### src/rtl/uart_tx_core.sv
// Byte-wide 8N1 UART transmitter: start bit, eight data bits LSB first, one stop bit.
// Each bit lasts CLOCKS_PER_BAUD clocks; done_o pulses in the last stop-bit cycle.
module uart_tx_core #(
    parameter int CLOCKS_PER_BAUD = 868
) (
    input  logic       clk,
    input  logic       rst,
    input  logic [7:0] data_i,
    input  logic       start_i,
    output logic       done_o,
    output logic       tx
);

    localparam int CW = (CLOCKS_PER_BAUD > 1) ? $clog2(CLOCKS_PER_BAUD) : 1;
    localparam logic [CW-1:0] CNT_LAST = CW'(CLOCKS_PER_BAUD - 1);
    localparam logic [CW-1:0] CNT_PRE  = CW'(CLOCKS_PER_BAUD - 2);

    typedef enum logic [1:0] {
        S_IDLE  = 2'd0,
        S_START = 2'd1,
        S_DATA  = 2'd2,
        S_STOP  = 2'd3
    } state_t;

    state_t        r_state, w_state_nxt;
    logic [CW-1:0] r_cnt, w_cnt_nxt;
    logic [2:0]    r_bit, w_bit_nxt;
    logic [7:0]    r_shift, w_shift_nxt;
    logic          r_tx, w_tx_nxt;
    logic          r_done, w_done_nxt;
    logic          w_bit_end;

    assign w_bit_end = (r_cnt == CNT_LAST);

    // Next-state and next-output logic; tx/done are computed one cycle ahead so they leave registers.
    always_comb begin
        w_state_nxt = r_state;
        w_cnt_nxt   = w_bit_end ? '0 : (r_cnt + CW'(1));
        w_bit_nxt   = r_bit;
        w_shift_nxt = r_shift;
        w_tx_nxt    = r_tx;
        w_done_nxt  = 1'b0;
        case (r_state)
            S_IDLE: begin
                w_cnt_nxt = '0;
                if (start_i) begin
                    w_state_nxt = S_START;
                    w_shift_nxt = data_i;
                    w_bit_nxt   = 3'd0;
                    w_tx_nxt    = 1'b0;
                end else begin
                    w_tx_nxt    = 1'b1;
                end
            end
            S_START: begin
                if (w_bit_end) begin
                    w_state_nxt = S_DATA;
                    w_tx_nxt    = r_shift[0];
                end else begin
                    w_tx_nxt    = 1'b0;
                end
            end
            S_DATA: begin
                if (w_bit_end) begin
                    if (r_bit == 3'd7) begin
                        w_state_nxt = S_STOP;
                        w_tx_nxt    = 1'b1;
                    end else begin
                        // The bit after the current LSB becomes visible as the register shifts
                        w_shift_nxt = {1'b0, r_shift[7:1]};
                        w_bit_nxt   = r_bit + 3'd1;
                        w_tx_nxt    = r_shift[1];
                    end
                end else begin
                    w_tx_nxt    = r_shift[0];
                end
            end
            S_STOP: begin
                w_tx_nxt   = 1'b1;
                w_done_nxt = (r_cnt == CNT_PRE);
                if (w_bit_end) begin
                    w_state_nxt = S_IDLE;
                end else begin
                    w_state_nxt = S_STOP;
                end
            end
            default: begin
                w_state_nxt = S_IDLE;
                w_cnt_nxt   = '0;
                w_tx_nxt    = 1'b1;
            end
        endcase
    end

    // State, counters, shift register and output registers with synchronous reset.
    always_ff @(posedge clk) begin
        if (rst) begin
            r_state <= S_IDLE;
            r_cnt   <= '0;
            r_bit   <= 3'd0;
            r_shift <= 8'd0;
            r_tx    <= 1'b1;
            r_done  <= 1'b0;
        end else begin
            r_state <= w_state_nxt;
            r_cnt   <= w_cnt_nxt;
            r_bit   <= w_bit_nxt;
            r_shift <= w_shift_nxt;
            r_tx    <= w_tx_nxt;
            r_done  <= w_done_nxt;
        end
    end

    assign tx     = r_tx;
    assign done_o = r_done;

endmodule

### config.mk
export PLATFORM = sky130hd
export DESIGN_NAME = uart_tx_core
export DESIGN_NICKNAME = d
export VERILOG_FILES = /design/src/rtl/uart_tx_core.sv
export SDC_FILE = /design/constraint.sdc
export NUM_CORES = 1
export LEC_CHECK = 0
export CORE_MARGIN = 2
export CORE_UTILIZATION = 57
export CTS_CLUSTER_DIAMETER = 60
export CTS_CLUSTER_SIZE = 14
export DETAILED_ROUTE_END_ITERATION = 6
export HOLD_SLACK_MARGIN = 0.12
export PLACE_DENSITY = 0.86
export SLEW_MARGIN = 40
export SYNTH_ARGS = -nofsm -noshare
export SYNTH_HDL_FRONTEND = slang
export SYNTH_SLANG_ARGS = --single-unit
### constraint.sdc
create_clock -name clk -period 2.7 [get_ports clk]
set_input_delay 0.27 -clock clk [delete_from_list [all_inputs] [get_ports clk]]
set_output_delay 0.27 -clock clk [all_outputs]
set_load 0.01 [all_outputs]
Word level (Yosys, flattened, before mapping)
Index checks and enable logic that the tools add are counted.

word-level totals
  bits of input ports = 11
  word-level logic and storage cells = 45
  output and inout port bits = 2
  memory bits (writable) = 0
  memory bits (read-only) = 0
  bits in registers = 25
  memories kept = 0
  latch bits = 0

cells by class
  multiplexer cells = 19
  divide/modulo/power cells = 0
  equal/unequal tests = 11
  $add $sub $neg = 2
  order comparisons = 0
  reductions and logical operators = 6
  bitwise logic cells = 1
  shift operators = 0
  multipliers = 0

operators by type and width
  operator               number
  $mux 8                 3
  $eq 10x10->1 const B   2
  $pmux 8 s2             1
  $add 10x1->10 const B  1
  $mux 2                 5
  $ne 2x2->1 const B     5
  $mux 3                 3
  $pmux 2 s4             1
  $reduce_and 4->1       2
  $pmux 3 s2             1
  $eq 2x2->1 const B     2
  $mux 1                 4
  $pmux 1 s4             1
  $add 3x1->3 const B    1
  $eq 3x3->1 const B     1
  $reduce_or 3->1        1
  $eq 2x1->1 const B     1
  $logic_not 2->1        1
  $reduce_bool 2->1      1
  $reduce_or 2->1        1
  $not 1->1              1

Logic depth before layout (Yosys ltp)
  depth in word-level cells = 4
  mapped depth = 7
  mapped depth without buffers = 6

Least setup slack after synthesis
OpenSTA, ideal clock, no wires.

  kind = reg2reg
  start point = reg r_bit[0]
  end point = reg r_bit[0]
  data arrival time = 1.484 ns
  library setup time = 0.114 ns
  stages on the path, launching flop included = 8
  data required time = 2.586 ns
  path buffers = 1
  clock period less this slack = 1.598 ns
  slack = 1.102 ns
  cell sequence = dfxtp_1 > ha_1 > ha_1 > and4bb_2 > and3_2 > buf_4 > nor3_1 > a21o_1

between the ends
  longest elaborated chain between the ends = 4
  elaborated cells between the ends (all ways) = 7
  classes of those cells = 1 x add/sub; 2 x eq/ne; 3 x mux; 1 x reduce/logical

RTL lines
  what                    RTL line  RTL
  from (decl)             27        logic [2:0] r_bit, w_bit_nxt;
  from (signal assigned)  107       r_bit <= w_bit_nxt;
  $add 3x1->3             71        w_bit_nxt = r_bit + 3'd1;
  $mux 3                  65        if (r_bit == 3'd7) begin
  $mux 3                  64        if (w_bit_end) begin
  $pmux 3 s2              43        case (r_state)

Several ways; a longest one is shown, not always the timed one. The select of a mux whose other input is x is not followed.
A chain may end at the register's enable or synchronous reset.

Final worst setup path
  start point = reg r_state[1]
  end point = reg r_tx (netlist: tx)

between the ends
  longest elaborated chain between the ends = 2
  elaborated cells between the ends (all ways) = 5
  classes of those cells = 3 x eq/ne; 1 x mux; 1 x reduce/logical

RTL lines
  what                                      RTL line  RTL
  from (decl)                               25        state_t r_state, w_state_nxt;
  from (signal assigned)                    105       r_state <= w_state_nxt;
  $eq 2x2->1, or another cell as far along  43
  $pmux 1 s4 *                              43
  to (signal assigned)                      109       r_tx <= w_tx_nxt;
  to (decl)                                 29        logic r_tx, w_tx_nxt;

Mark *: on every way between the ends. The rest lies on a longest branch, timed or not.

==> run summary <==
• **number of core rows** 16
• **areal power density over the cells** 453 mW/mm^2
• **number of top-level pins** 13
• **required time of the critical path** 2.92 ns
• **number of CTS-inserted buffers** 3
• **number of fillers in the final layout** 171
• **die area** 0.00254 sq mm
• **most repeated cell in the gate-level netlist after synthesis** sky130_fd_sc_hd__dfxtp_1
• **core region area** 0.00200 sq mm
• **final-layout worst hold slack** 0.486 ns
• **wire length of the first global-routing pass** 3.99 mm
• **worst setup skew after layout** 0.00571 ns
• **switching component of the power** 148 uW
• **Max Fclk** 580 MHz
• **clock transition at the registers of the reported paths** 0.14 ns
• **diodes inserted** 0
• **synthesized area per cell** 9.31 sq um
• **DR iter-0 viols** 8
• **cell type contributing the most total cell area after synthesis** sky130_fd_sc_hd__dfxtp_1
• **drt first pass iters** 4
• **net count after synthesis** 147
• **min-delay worst type** reg -> reg
• **Die X** 50.4 um
• **share of total power in the clock network** 0.270
• **share of the yosys chip area belonging to registers** 0.407
• **fraction of final layout cells sized beyond drive strength 1** 0.0775
• **relative contribution of sequential cells to total power** 0.633
• **Cell Int Power** 471 uW
• **footprint of the multi-input gates** 664 sq um
• **arrival time of data at the critical path endpoint** 1.94 ns
• **synthesized instance count** 132
• **Max Fanout on Critical Path** 8
• **number of routed nets with antenna violations** 0
• **gp weighted congestion** 0.733
• **result of the run** finished, final reports clean
• **number of global-route vias before repair** 877
• **ranking of synthesized cells by instance count** sky130_fd_sc_hd__dfxtp_1 (25), sky130_fd_sc_hd__nor2_1 (16), sky130_fd_sc_hd__nor3_1 (12)
• **number of H-tree levels** 1
• **Worst Path Class, Setup** reg -> reg
• **setup repair after global routing missed its margin** false
• **TritonCTS clock tree** yes
• **buffer type at the clock tree root** sky130_fd_sc_hd__clkbuf_4
• **initial antenna violation count** 0
• **hold-fix buffer count after cts** 0
• **overall overflow remaining after global route** 0
• **final setup violation count** 0
• **Total Negative Setup Slacks** 0 ns
• **startpoint type of the worst setup path** flip-flop
• **part of the power in combinational logic** 0.098
• **Synth-to-Final Area Change** 11.1%
• **Synth top area share** 0.407
• **count of endpoints failing hold in the final timing report** 0
• **post-route minimum period** 1.72 ns
• **insertion delay of the later-clocked pin in the worst-skew pair** 0.31 ns
• **pin count of the biggest net entering global routing** 15
• **top cells by area in the synthesized netlist** sky130_fd_sc_hd__dfxtp_1 (41%), sky130_fd_sc_hd__mux2i_1 (6.5%), sky130_fd_sc_hd__nor3_1 (4.9%)
• **port bufs** 12
• **post-synthesis register bit count** 25
• **Remaining DRCs** 0
• **Starting Density** 0.614
• **Final Max Tran Viols** 0
• **post-detailed-route via-to-cell ratio** 5.62
• **share of total power consumed by net switching** 0.239
• **Die Y-Extent** 50.4 um
• **Yosys warnings** 0
• **Slowest Stage Delay on Critical Path** 0.51 ns
• **static leakage power** 0.000555 uW
• **post-detail-place hpwl** 1.72 mm
• **overall routing resource usage** 0.201
• **prevailing post-synth register cell** sky130_fd_sc_hd__dfxtp_1
• **share of flip-flops with an asynchronous set or reset** 0
• **number of enable-type register cells in the synthesized netlist** 0
• **Storage cell area** 500 sq um
• **synth unique cells** 34
• **crit path cell chain** nand2b_1 -> o22a_1 -> a311o_1 -> a21o_1
• **final worst-path cycle share** 0.638
• **routed wire length per instance** 13.5 um
• **Setup crit end kind** flip-flop
• **post-CTS setup buffers** 0
• **maximum buffer depth of the clock tree** 2
• **layout net count** 158
• **Final Routed Wirelength** 2.27 mm
• **Post-CTS Resized** 0
• **MaxCap Viol Count** 0
• **critical path's slowest cell** sky130_fd_sc_hd__dfxtp_1
• **worst rel slew slack** 0.680
• **overall via count from detail_route** 949
• **IR drop worst, VDD** 0.441 mV
• **register-to-register setup slack** 0.98 ns
• **cell area after synthesis** 0.00123 sq mm
• **TritonCTS sink count** 25
• **actual transition at the worst max-transition pin** 0.480 ns
[logic make-up after synthesis]
group | count (synthesis) | share of synthesized area
simple gates | 58 | 0.261
flops | 25 | 0.407
compound gates | 18 | 0.108
buf+inv | 10 | 0.0519
mux | 9 | 0.0743
xor+xnor | 8 | 0.0570
fa+ha+maj | 4 | 0.0407
[state kept, by name, indices dropped and copies added, names as in the netlist]
signal   flops
r_state      2
r_bit        3
done_o       1
r_cnt       10
r_shift      8
tx           1
[path summary, 6_finish.rpt]
| path | start | to | cells past startpoint |
|---|---|---|---|
| worst min register to register | r_shift[7]$_SDFFE_PP0P_ | r_shift[7]$_SDFFE_PP0P_ | 2 |
| worst max-delay path | r_state[1]$_SDFFE_PP0P_ | tx$_SDFF_PP1_ | 4 |
| worst min-delay path | r_shift[7]$_SDFFE_PP0P_ | r_shift[7]$_SDFFE_PP0P_ | 2 |
| worst max register to register | r_state[1]$_SDFFE_PP0P_ | tx$_SDFF_PP1_ | 4 |
[critical path: cells and delay by family (launching register included)]
kind,cells,cell delay [ns]
compound gates,3,0.79
flops,1,0.51
simple gates,1,0.34
[area by class of cell]
cell class,instances,share of cell area
clock buffer,3,0.0165
sequential,25,0.367
tap,27,0.0247
inverter,3,0.00825
timing repair buffer,13,0.0935
clock inverter,1,0.00367
multi-input combinational,97,0.487
[layout by cell type (no fill, tap or decap), types with 2 or more instances in the layout]
cell,count
sky130_fd_sc_hd__dfxtp_1,25
sky130_fd_sc_hd__nor2_1,16
sky130_fd_sc_hd__nor3_1,12
sky130_fd_sc_hd__clkdlybuf4s50_1,12
sky130_fd_sc_hd__nand2_1,10
sky130_fd_sc_hd__mux2i_1,8
sky130_fd_sc_hd__a211oi_1,8
sky130_fd_sc_hd__nand3_1,6
sky130_fd_sc_hd__xnor2_1,6
sky130_fd_sc_hd__a21o_1,5
sky130_fd_sc_hd__ha_1,4
sky130_fd_sc_hd__inv_1,3
sky130_fd_sc_hd__clkbuf_4,3
sky130_fd_sc_hd__nor3b_1,2
sky130_fd_sc_hd__xor2_1,2
[power groups by stage]
stage	clock network (uW)	logic, uW	registers [uW]
3_5_place_dp	0	60.7	399
4_1_cts	172	60.9	391
6_report	167	60.4	391
2_1_floorplan	0	41.2	396
5_1_grt	186	67.5	394
3_3_place_gp	0	58.4	399
[through the flow]
stage	util	total power, uW	worst slack (ns)	cells	cell area [sq um]
after floorplan	-	437	1.10	132	1230
after global placement	0.668	457	1.08	165	1340
after detailed placement	0.668	460	1.00	165	1340
after CTS	0.682	624	0.977	169	1370
after global routing	0.682	647	0.818	169	1370
final	0.682	619	0.977	169	1370
[per-layer routing]
| layer | wire, um | up-vias | track usage |
|---|---|---|---|
| li1 | - | 490 | - |
| met3 | 77 | 2 | 0.0268 |
| met1 | 1120 | 444 | 0.284 |
| met5 | 0 | - | 0 |
| met2 | 1070 | 13 | 0.329 |
| met4 | 13 | 0 | 0.0405 |
No activity file was read; power rests on OpenSTA's default activity.
